File: config.mk
export PLATFORM = sky130hd
export DESIGN_NAME = width_8to16_arbiter_flat
export DESIGN_NICKNAME = d
export VERILOG_FILES = /design/src/rtl/width_8to16_arbiter_if.sv /design/src/rtl/width_8to16_arbiter.sv /design/src/flat_wrapper.sv
export SDC_FILE = /design/constraint.sdc
export NUM_CORES = 1
export LEC_CHECK = 0
export CAP_MARGIN = 20
export CORE_UTILIZATION = 49
export CTS_CLUSTER_SIZE = 12
export DETAILED_ROUTE_END_ITERATION = 8
export PLACE_DENSITY = 0.8
export SLEW_MARGIN = 15
export SYNTH_ARGS = -nofsm -noshare
export SYNTH_HDL_FRONTEND = slang
export SYNTH_SLANG_ARGS = --single-unit
File: constraint.sdc
create_clock -name clk -period 2.97 [get_ports clk]
set_input_delay 0.4455 -clock clk [delete_from_list [all_inputs] [get_ports clk]]
set_output_delay 0.4455 -clock clk [all_outputs]
set_load 0.1 [all_outputs]
File: src/rtl/width_8to16_arbiter_if.sv
// Byte-requester and 16-bit word handshake bundle for width_8to16_arbiter.
// slave is the arbiter side, master is the producers/consumer side.
interface width_8to16_arbiter_if #(
  parameter int unsigned NUM_REQ = 2,
  parameter int unsigned SRC_W   = 2
);
  logic [NUM_REQ-1:0]   req_valid;
  logic [8*NUM_REQ-1:0] req_data;
  logic [NUM_REQ-1:0]   req_ready;
  logic                 out_valid;
  logic [15:0]          out_data;
  logic [SRC_W-1:0]     out_src;
  logic                 out_ready;
  logic                 busy;

  modport master (
    output req_valid, req_data, out_ready,
    input  req_ready, out_valid, out_data, out_src, busy
  );

  modport slave (
    input  req_valid, req_data, out_ready,
    output req_ready, out_valid, out_data, out_src, busy
  );
endinterface

File: src/rtl/width_8to16_arbiter.sv
// Round-robin arbiter sharing one 8-to-16 packer between NUM_REQ byte streams.
// The grant is locked for a whole byte pair so words never mix sources.
module width_8to16_arbiter #(
  parameter int unsigned NUM_REQ = 2,
  parameter int unsigned SRC_W   = 2
) (
  input logic                  clk,
  input logic                  rst,
  width_8to16_arbiter_if.slave bus
);

  typedef enum logic [1:0] {StIdle, StHi, StLo} state_e;

  state_e           state_q;
  logic [SRC_W-1:0] grant_q;
  logic [SRC_W-1:0] rr_ptr_q;
  logic [7:0]       hold_q;

  logic [SRC_W-1:0] pick, pick_hi, pick_lo;
  logic             found_hi, found_lo;
  logic [7:0]       cur_byte;
  logic             room;
  logic             xfer;

  // Lowest valid index at or above rr_ptr wins, else wrap to the lowest valid index.
  always_comb begin
    pick_hi  = '0;
    pick_lo  = '0;
    found_hi = 1'b0;
    found_lo = 1'b0;
    for (int i = 0; i < NUM_REQ; i++) begin
      if (bus.req_valid[i]) begin
        if (!found_lo) begin
          pick_lo  = SRC_W'(i);
          found_lo = 1'b1;
        end
        if (!found_hi && (SRC_W'(i) >= rr_ptr_q)) begin
          pick_hi  = SRC_W'(i);
          found_hi = 1'b1;
        end
      end
    end
    pick = found_hi ? pick_hi : pick_lo;
  end

  assign room = !bus.out_valid || bus.out_ready;

  always_comb begin
    cur_byte      = 8'h00;
    bus.req_ready = '0;
    for (int i = 0; i < NUM_REQ; i++) begin
      if (grant_q == SRC_W'(i)) begin
        cur_byte         = bus.req_data[8*i +: 8];
        bus.req_ready[i] = (state_q == StHi) || ((state_q == StLo) && room);
      end
    end
  end

  // req_ready is only ever set for the granted requester.
  assign xfer     = |(bus.req_valid & bus.req_ready);
  assign bus.busy = (state_q != StIdle);

  always_ff @(posedge clk) begin
    if (rst) begin
      state_q       <= StIdle;
      grant_q       <= '0;
      rr_ptr_q      <= '0;
      hold_q        <= 8'h00;
      bus.out_valid <= 1'b0;
      bus.out_data  <= 16'h0000;
      bus.out_src   <= '0;
    end else begin
      if (bus.out_valid && bus.out_ready) begin
        bus.out_valid <= 1'b0;
      end
      case (state_q)
        StIdle: begin
          if (|bus.req_valid) begin
            grant_q <= pick;
            state_q <= StHi;
          end
        end
        StHi: begin
          if (xfer) begin
            hold_q  <= cur_byte;
            state_q <= StLo;
          end
        end
        StLo: begin
          // Load overrides the drain above, so a back-to-back word keeps out_valid high.
          if (xfer) begin
            bus.out_data  <= {hold_q, cur_byte};
            bus.out_src   <= grant_q;
            bus.out_valid <= 1'b1;
            rr_ptr_q      <= (grant_q == SRC_W'(NUM_REQ - 1)) ? '0 : grant_q + 1'b1;
            state_q       <= StIdle;
          end
        end
        default: state_q <= StIdle;
      endcase
    end
  end

endmodule

File: src/flat_wrapper.sv
// flat-port wrapper written by rule: the top's interface ports become plain ports
module width_8to16_arbiter_flat 
#(
  parameter int unsigned NUM_REQ = 2,
  parameter int unsigned SRC_W   = 2
)
  (clk, rst, bus_req_valid, bus_req_data, bus_out_ready, bus_req_ready, bus_out_valid, bus_out_data, bus_out_src, bus_busy);
  width_8to16_arbiter_if #(.NUM_REQ(NUM_REQ), .SRC_W(SRC_W)) bus_i ();
  input logic clk;
  input logic rst;
  input wire logic [$bits(bus_i.req_valid)-1:0] bus_req_valid;
  input wire logic [$bits(bus_i.req_data)-1:0] bus_req_data;
  input wire logic [$bits(bus_i.out_ready)-1:0] bus_out_ready;
  output wire logic [$bits(bus_i.req_ready)-1:0] bus_req_ready;
  output wire logic [$bits(bus_i.out_valid)-1:0] bus_out_valid;
  output wire logic [$bits(bus_i.out_data)-1:0] bus_out_data;
  output wire logic [$bits(bus_i.out_src)-1:0] bus_out_src;
  output wire logic [$bits(bus_i.busy)-1:0] bus_busy;
  assign bus_i.req_valid = bus_req_valid;
  assign bus_i.req_data = bus_req_data;
  assign bus_i.out_ready = bus_out_ready;
  assign bus_req_ready = bus_i.req_ready;
  assign bus_out_valid = bus_i.out_valid;
  assign bus_out_data = bus_i.out_data;
  assign bus_out_src = bus_i.out_src;
  assign bus_busy = bus_i.busy;
  width_8to16_arbiter #(.NUM_REQ(NUM_REQ), .SRC_W(SRC_W)) u_core (.clk(clk), .rst(rst), .bus(bus_i));
endmodule
-- Word level (Yosys, flattened, before mapping)
Index checks and enable logic that the tools add are counted.
- register bits: 33
- add/subtract/negate cells: 1
- $lt $le $gt $ge: 2
- eq/ne operators: 6
- mux-type cells: 22
- bitwise gates (word level): 1
- reductions and logical operators: 16
- operator list (kind ; count):
    $mux W8 ; 2
    $mux W2 ; 7
    $mux W1 ; 12
    $ne A2 B1 Y1 const B ; 3
    $pmux W2 S3 ; 1
    $reduce_and A2 Y1 ; 3
    $eq A2 B1 Y1 const B ; 2
    $ge A1 B2 Y1 const A ; 2
    $logic_not A2 Y1 ; 2
    $reduce_or A2 Y1 ; 2
    $logic_and A1 B1 Y1 ; 3
    $reduce_and A3 Y1 ; 1
    $add A2 B1 Y2 const B ; 1
    $and A2 B2 Y2 ; 1
    $eq A2 B2 Y1 const B ; 1
    $logic_not A1 Y1 ; 2
    $logic_or A1 B1 Y1 ; 2
    $reduce_bool A2 Y1 ; 1

-- Longest topological paths before layout
Gate-level depths: netlist (run 1).
- word-level depth: 9
- gate-level depth with buffers: 6
- gate-level depth less buffers: 4

-- Worst setup path before layout (run 1)
OpenSTA, ideal clock, no wires.
- kind: register to output
- start point: reg u_core.bus.out_valid
- end point: out bus_req_ready[1]
- data arrival time: 2357 ps
- path slack: 167 ps
- cell stages (with the launch flop): 4
- cells stage by stage: dfxtp_1 nand2b_1 a21oi_1 nor2b_1
- word-level cells in the longest chain between the ends: 5
- RTL lines (item ; line ; source):
    start, declared ; width_8to16_arbiter_if.sv:23 ; output req_ready, out_valid, out_data, out_src, busy
    start signal, assigned ; width_8to16_arbiter.sv:69 ; bus.out_valid <= 1'b0;
    start signal, assigned ; width_8to16_arbiter.sv:74 ; bus.out_valid <= 1'b0;
    start signal, assigned ; width_8to16_arbiter.sv:94 ; bus.out_valid <= 1'b1;
    $logic_not A1 Y1 ; width_8to16_arbiter.sv:46 ; assign room = !bus.out_valid || bus.out_ready;
    $logic_or A1 B1 Y1 ; width_8to16_arbiter.sv:46 ;
    $logic_and A1 B1 Y1 ; width_8to16_arbiter.sv:54 ; bus.req_ready[i] = (state_q == StHi) || ((state_q == StLo) && room);
    $logic_or A1 B1 Y1 ; width_8to16_arbiter.sv:54 ;
    $mux W1 ; width_8to16_arbiter.sv:52 ; if (grant_q == SRC_W'(i)) begin
    end, declared ; flat_wrapper.sv:14 ; output wire logic [$bits(bus_i.req_ready)-1:0] bus_req_ready;
Every way passes these cells.

-- Worst setup path in the final report (run 1)
- start point: reg u_core.state_q[0]
- end point: out bus_req_ready[1]
- word-level cells in the longest chain between the ends: 4
- RTL lines (item ; line ; source):
    start, declared ; width_8to16_arbiter.sv:14 ; state_e state_q;
    start signal, assigned ; width_8to16_arbiter.sv:65 ; state_q <= StIdle;
    start signal, assigned ; width_8to16_arbiter.sv:80 ; state_q <= StHi;
    start signal, assigned ; width_8to16_arbiter.sv:86 ; state_q <= StLo;
    $eq A2 B2 Y1 ; width_8to16_arbiter.sv:54 ;
    $logic_and A1 B1 Y1 ; width_8to16_arbiter.sv:54 ;
    $logic_or A1 B1 Y1 (*) ; width_8to16_arbiter.sv:54 ;
    $mux W1 (*) ; width_8to16_arbiter.sv:52 ;
Mark *: on every way between the ends. The rest lies on a longest branch, timed or not.

==> flow_metrics.py, run 1 <==
metrics = {
    "power_and_ir_drop": {
        "clock_power_share_pct": 24.7,
        "pwr-share-seq_pct": 47.9,
        "irDropWorstVdd_v": 0.000374,
        "switching_share_pct": 34.2,
        "power_switching_w": 0.000309,
        "p_int_w": 0.000595,
        "p_leak_nw": 0.660,
        "power_density_nw_per_um2": 495,
        "combPwrFrac_pct": 27.4,
    },
    "clock_network": {
        "insertion_delay_ps": 330,
        "post_cts_resized": 0,
        "cts_setup_buffers": 0,
        "cts-buffers-inserted": 5,
        "cts_tree": "done",
        "ctsHoldBuffers": 0,
        "cts-root-buf": "clkbuf_4",
        "clock_path_buffers": 2,
        "clk_pin_slew_ps": 90,
        "htree_num_levels": 2,
        "cts.sinks": 30,
    },
    "cells_and_area": {
        "utilization_pct": 66.2,
        "finalNetCount": 199,
        "layout.cells.most_common": "dfxtp_1",
        "fin_area_sq_um": 1830,
        "diodes": 0,
        "syn_to_final_growth_pct": 28.4,
        "stdcell_count": 209,
        "fillers": 232,
        "final_layout_size_suffix_gt1_share_pct": 27.0,
        "layout_common_cells": "30 x dfxtp_1, 24 x buf_4, 20 x clkdlybuf4s50_1, 14 x a21oi_1, 9 x nand2b_1",
    },
    "setup_path": {
        "reg2reg_setup_slack_ps": 1230,
        "worstPathArrival_ps": 1830,
        "worstPathRequired_ps": 2520,
        "path_max_fanout": 14,
        "crit_buf_inv": 1,
        "reg2reg_from": "u_core.grant_q[0]",
        "worstSetupEndpointType": "output pin",
        "crit_family": "simple AND/OR/NAND/NOR gates",
        "reg2regPathDepth": 4,
        "worstPathCellList": "and2b_1 -> a21oi_1 -> nor2b_1 -> buf_12",
        "crit_start": "u_core.state_q[0]",
        "slowest_delay_ps": 520,
        "crit_type": "flop to output pin",
        "reg2reg_to": "u_core.bus.out_data[1]",
        "cp_slowest_cell": "and2b_1",
        "crit_path_start_kind": "flop",
    },
    "drt": {
        "drt_first_iter_violations": 46,
        "vias_per_cell": 5.98,
        "antenna_left": 0,
        "wl_per_cell_um": 15.7,
        "first_pass_iters": 4,
        "drt_drc_violations_left": 0,
        "vias": 1250,
        "routed_wl_mm": 3.28,
    },
    "synthesis": {
        "synth_warnings": 0,
        "ys_seq_area_share_pct": 42.2,
        "syn-cell-area_sq_um": 1420,
        "synth_cell_types": 33,
        "syn_nets": 162,
        "syn_avg_cell_area_sq_um": 10.1,
        "syn_inst": 141,
        "ys_seq_elements": 30,
    },
    "hold_path": {
        "worst_hold_path_type": "flop to flop",
        "hold_start": "u_core.bus.out_data[15]",
        "worstHoldPathCells": 2,
        "min_to": "u_core.bus.out_data[15]",
    },
    "timing": {
        "max_freq_mhz": 440,
        "slew_headroom_pct": 48.2,
        "hold_slack_ps": 474,
        "finalSetupViolCount": 0,
        "fin_skew_ps": 3.87,
        "worstMarginPinSlew_ps": 774,
        "drv_slew": 0,
        "setup_tns_ps": 0,
        "post-route-period-util_pct": 76.6,
        "rsz0062_at_grt": "false",
        "finalCriticalPeriod_ps": 2270,
        "hold_violations": 0,
    },
    "grt": {
        "grt_pass1_vias": 1263,
        "grt_use_total_pct": 23.6,
        "antenna_found_initial": 0,
        "grt_first_pass_wirelength_mm": 5.78,
        "grt_max_degree": 30,
        "overflow": 0,
    },
    "die": {
        "fp.dieH_um": 55.9,
        "design.portCount": 43,
        "rows": 19,
        "core_sq_um": 2760,
        "die_area_sq_um": 3120,
        "die_w_um": 55.9,
        "start_util_pct": 51.6,
    },
    "placement": {
        "gp_congestion": 0.754,
        "hpwl_mm": 2.25,
        "place_area_sq_um": 1780,
        "port_buffers": 41,
        "dp_cells": 202,
    },
    "flow_run": {
        "maxCapViolCount": 0,
    },
    "status": {
        "status": "finished, final reports clean",
    },
}
## kinds of logic (layout without fill, tap and decap cells)
logic type	count (synthesis)	after routing	share of synthesized area, %
compound gates	52	52	29.0
flops	30	30	42.2
simple gates	29	29	13.0
buf+inv	19	56	7.83
mux	10	10	7.65
other cells	1	1	0.264
## stage by stage
stage | worst slack (ps) | power, W
final | 695 | 0.000904
after global routing | 580 | 0.000943
after CTS | 707 | 0.000904
after detailed placement | 769 | 0.000689
after global placement | 798 | 0.000683
after floorplan | 167 | 0.000627
## cell usage after synthesis
master,instances,area share [%]
buf_2,5,1.8
a311oi_2,7,7.4
inv_1,3,0.79
nor3_1,1,0.35
o211ai_1,1,0.53
a31o_2,5,3.1
nor4_1,7,3.1
a31oi_1,8,3.5
buf_4,3,1.6
a2111oi_2,1,1.1
nand2_1,1,0.26
mux2_4,1,1.1
o211a_1,1,0.70
a21oi_1,14,4.9
nor3_4,1,1.1
o21ai_0,2,0.70
nor2_1,3,0.79
nand3_2,1,0.70
o31ai_1,2,1.1
nand4_1,2,0.88
nor2b_1,3,1.3
a31o_1,2,1.2
nand2b_1,9,4.0
and2b_1,1,0.53
a311oi_1,1,0.62
conb_1,1,0.26
mux2i_1,8,5.6
buf_1,1,0.26
dfxtp_1,30,42
clkbuf_1,4,1.1
buf_6,3,2.4
mux2i_2,1,0.97
a211oi_1,8,4.2
## flip-flops by register name, indices dropped and copies added (netlist names)
register and count:
u_core.bus.out_data 16, u_core.bus.out_src 1, u_core.bus.out_valid 1, u_core.grant_q 1, u_core.hold_q 8, u_core.rr_ptr_q 1, u_core.state_q 2
## power groups by stage
stage	clock (W)	sequential (W)	combinational, W
detailed placement	0	0.000442	0.000247
finish	0.000223	0.000433	0.000247
CTS	0.000224	0.000433	0.000247
global placement	0	0.000441	0.000242
global route	0.000244	0.000436	0.000263
floorplan	0	0.000476	0.000151
## per-layer routing
layer  up-vias  routed length, um  track usage [%]
li1        613                  -                -
met1       588               1470             28.6
met2        40               1580             39.9
met3         9                155             4.88
met4         0                 75             11.1
met5         -                  0                0
## worst reg2reg max path, stage by stage, from the launching register on
cell and delay [ps]:
dfxtp_1 330, buf_4 250, mux2i_2 620, nor3_4 160, a211oi_1 280
## area by class of cell
cell class | count | area, sq um | share of cell area [%]
Multi-Input combinational cell | 92 | 711 | 38.9
Tap cell | 31 | 38.8 | 2.12
Inverter | 3 | 11.3 | 0.616
Clock buffer | 7 | 45.0 | 2.47
Timing Repair Buffer | 46 | 420 | 23.0
Sequential cell | 30 | 601 | 32.9
## worst max-delay path by stage
stage                                   to  depth (start not counted)
after floorplan           bus_req_ready[1]                          3
after detailed placement  bus_req_ready[1]                          6
after CTS                 bus_req_ready[1]                          4
after global routing      bus_req_ready[1]                          4
after global placement    bus_req_ready[1]                          6
final                     bus_req_ready[1]                          4
No activity file was read; power rests on OpenSTA's default activity.
==> run 2, diff against run 1 <==
- CORE_UTILIZATION: 49 -> 41
- PLACE_DENSITY: 0.8 -> 0.71
- clock period: 2.97 -> 1.9 ns (I/O delays scaled with it)
==> run 2 against run 1 <==
  * Combinational power is 67% higher
  * Non-clock buffer count increased by 2
  * Register-to-register slack got worse by 900 ps
  * Critical path type unchanged
  * Critical endpoint unchanged
==> flow_metrics.py, run 2 (synthesis gave the netlist of run 1 again) <==
metrics = {
    "grt": {
        "grt_first_pass_wirelength_mm": 5.44,
        "grt_max_degree": 28,
        "grt_use_total_pct": 20.5,
        "grt_pass1_vias": 1176,
        "overflow": 0,
        "antenna_found_initial": 0,
    },
    "placement": {
        "place_area_sq_um": 1840,
        "hpwl_mm": 2.47,
        "dp_cells": 219,
        "gp_congestion": 0.781,
        "port_buffers": 41,
    },
    "power_and_ir_drop": {
        "p_leak_nw": 0.710,
        "irDropWorstVdd_v": 0.000482,
        "power_density_nw_per_um2": 901,
    },
    "flow_run": {
        "maxCapViolCount": 0,
    },
    "timing": {
        "worstMarginPinSlew_ps": 815,
        "drv_slew": 0,
        "finalSetupViolCount": 0,
        "setup_tns_ps": 0,
        "hold_violations": 0,
        "slew_headroom_pct": 45.6,
        "finalCriticalPeriod_ps": 1830,
        "hold_slack_ps": 484,
        "fin_skew_ps": 4.70,
        "max_freq_mhz": 545,
        "post-route-period-util_pct": 96.5,
        "rsz0062_at_grt": "false",
    },
    "setup_path": {
        "worstPathArrival_ps": 1550,
        "worstPathRequired_ps": 1620,
        "crit_path_start_kind": "flop",
        "path_max_fanout": 6,
        "crit_type": "flop to output pin",
        "worstSetupEndpointType": "output pin",
    },
    "drt": {
        "drt_drc_violations_left": 0,
        "first_pass_iters": 4,
        "vias": 1294,
        "vias_per_cell": 5.70,
        "drt_first_iter_violations": 48,
        "antenna_left": 0,
        "wl_per_cell_um": 15.0,
        "routed_wl_mm": 3.40,
    },
    "cells_and_area": {
        "final_layout_size_suffix_gt1_share_pct": 31.5,
        "reg.largest.list": "u_core.bus.out_data (16), u_core.hold_q (8), u_core.state_q (2)",
        "largest_register_ffs": 16,
        "diodes": 0,
        "fin_area_sq_um": 1960,
        "layout_common_cells": "29 x dfxtp_1, 25 x buf_4, 20 x clkdlybuf4s50_1, 13 x a21oi_1, 9 x nand2b_1",
        "stdcell_count": 227,
        "syn_to_final_growth_pct": 37.7,
        "layout.cells.most_common": "dfxtp_1",
        "top_register": "u_core.bus.out_data",
        "finalNetCount": 201,
    },
    "clock_network": {
        "clock_path_buffers": 2,
        "cts-buffers-inserted": 5,
        "cts_setup_buffers": 0,
        "insertion_delay_ps": 330,
        "ctsHoldBuffers": 0,
        "clk_pin_slew_ps": 100,
        "htree_num_levels": 2,
        "post_cts_resized": 1,
        "cts-root-buf": "clkbuf_4",
        "cts.sinks": 30,
        "cts_tree": "done",
    },
    "hold_path": {
        "worst_hold_path_type": "flop to flop",
    },
    "die": {
        "core_sq_um": 3340,
        "rows": 21,
        "design.portCount": 43,
        "fp.dieH_um": 60.9,
        "die_area_sq_um": 3710,
        "die_w_um": 60.9,
        "start_util_pct": 42.6,
    },
    "status": {
        "status": "finished, final reports clean",
    },
}
[run 2: layout make-up]
cell class	count	area, sq um
timing repair buffer	48	448
clock buffer	6	51.3
clock inverter	2	60.1
multi-input combinational	92	729
sequential	30	602
inverter	3	11.3
fill	306	1380
tap	46	57.6
[run 2: worst paths after layout]
| path | startpoint | to | slack (ps) | cells after the start |
|---|---|---|---|---|
| setup / recovery | u_core.state_q[0] | bus_req_ready[1] | 70 | 4 |
| hold reg to reg | u_core.bus.out_src[0] | u_core.bus.out_src[0] | 480 | 2 |
| setup reg to reg | u_core.grant_q[0] | u_core.rr_ptr_q[0] | 330 | 3 |
| hold / removal | u_core.bus.out_src[0] | u_core.bus.out_src[0] | 480 | 2 |
[run 2: critical path, cell delays in order (launching register included)]
cell,delay [ps]
dfxtp_1,430
and2b_1,230
a21oi_2,300
nor2b_4,80
buf_12,170
[run 2: where the power goes]
part           leakage (nW)  switching, W  total [W]  internal (W)
combinational         0.407      0.000263   0.000412      0.000149
clock                0.0585      0.000228   0.000674      0.000446
sequential            0.244     0.0000220   0.000680      0.000658
total                 0.710      0.000513    0.00177       0.00125
[run 2: routing by layer]
layer / up-vias / track usage [%] / wire length (um)
li1: 619 / - / -
met1: 619 / 24.5 / 1460
met2: 44 / 32.5 / 1660
met3: 12 / 6.18 / 197
met4: 0 / 12.0 / 87
met5: - / 0 / 0
[run 2: through the flow]
| step | total power [W] | setup WS [ps] | utilization (%) |
|---|---|---|---|
| CTS | 0.00177 | 58.4 | 58.7 |
| floorplan | 0.000988 | 204 | - |
| global route | 0.00182 | 22.7 | 58.7 |
| finish | 0.00177 | 66.4 | 58.7 |
| global placement | 0.00109 | 32.2 | 55.3 |
| detailed placement | 0.00110 | 26.3 | 55.3 |
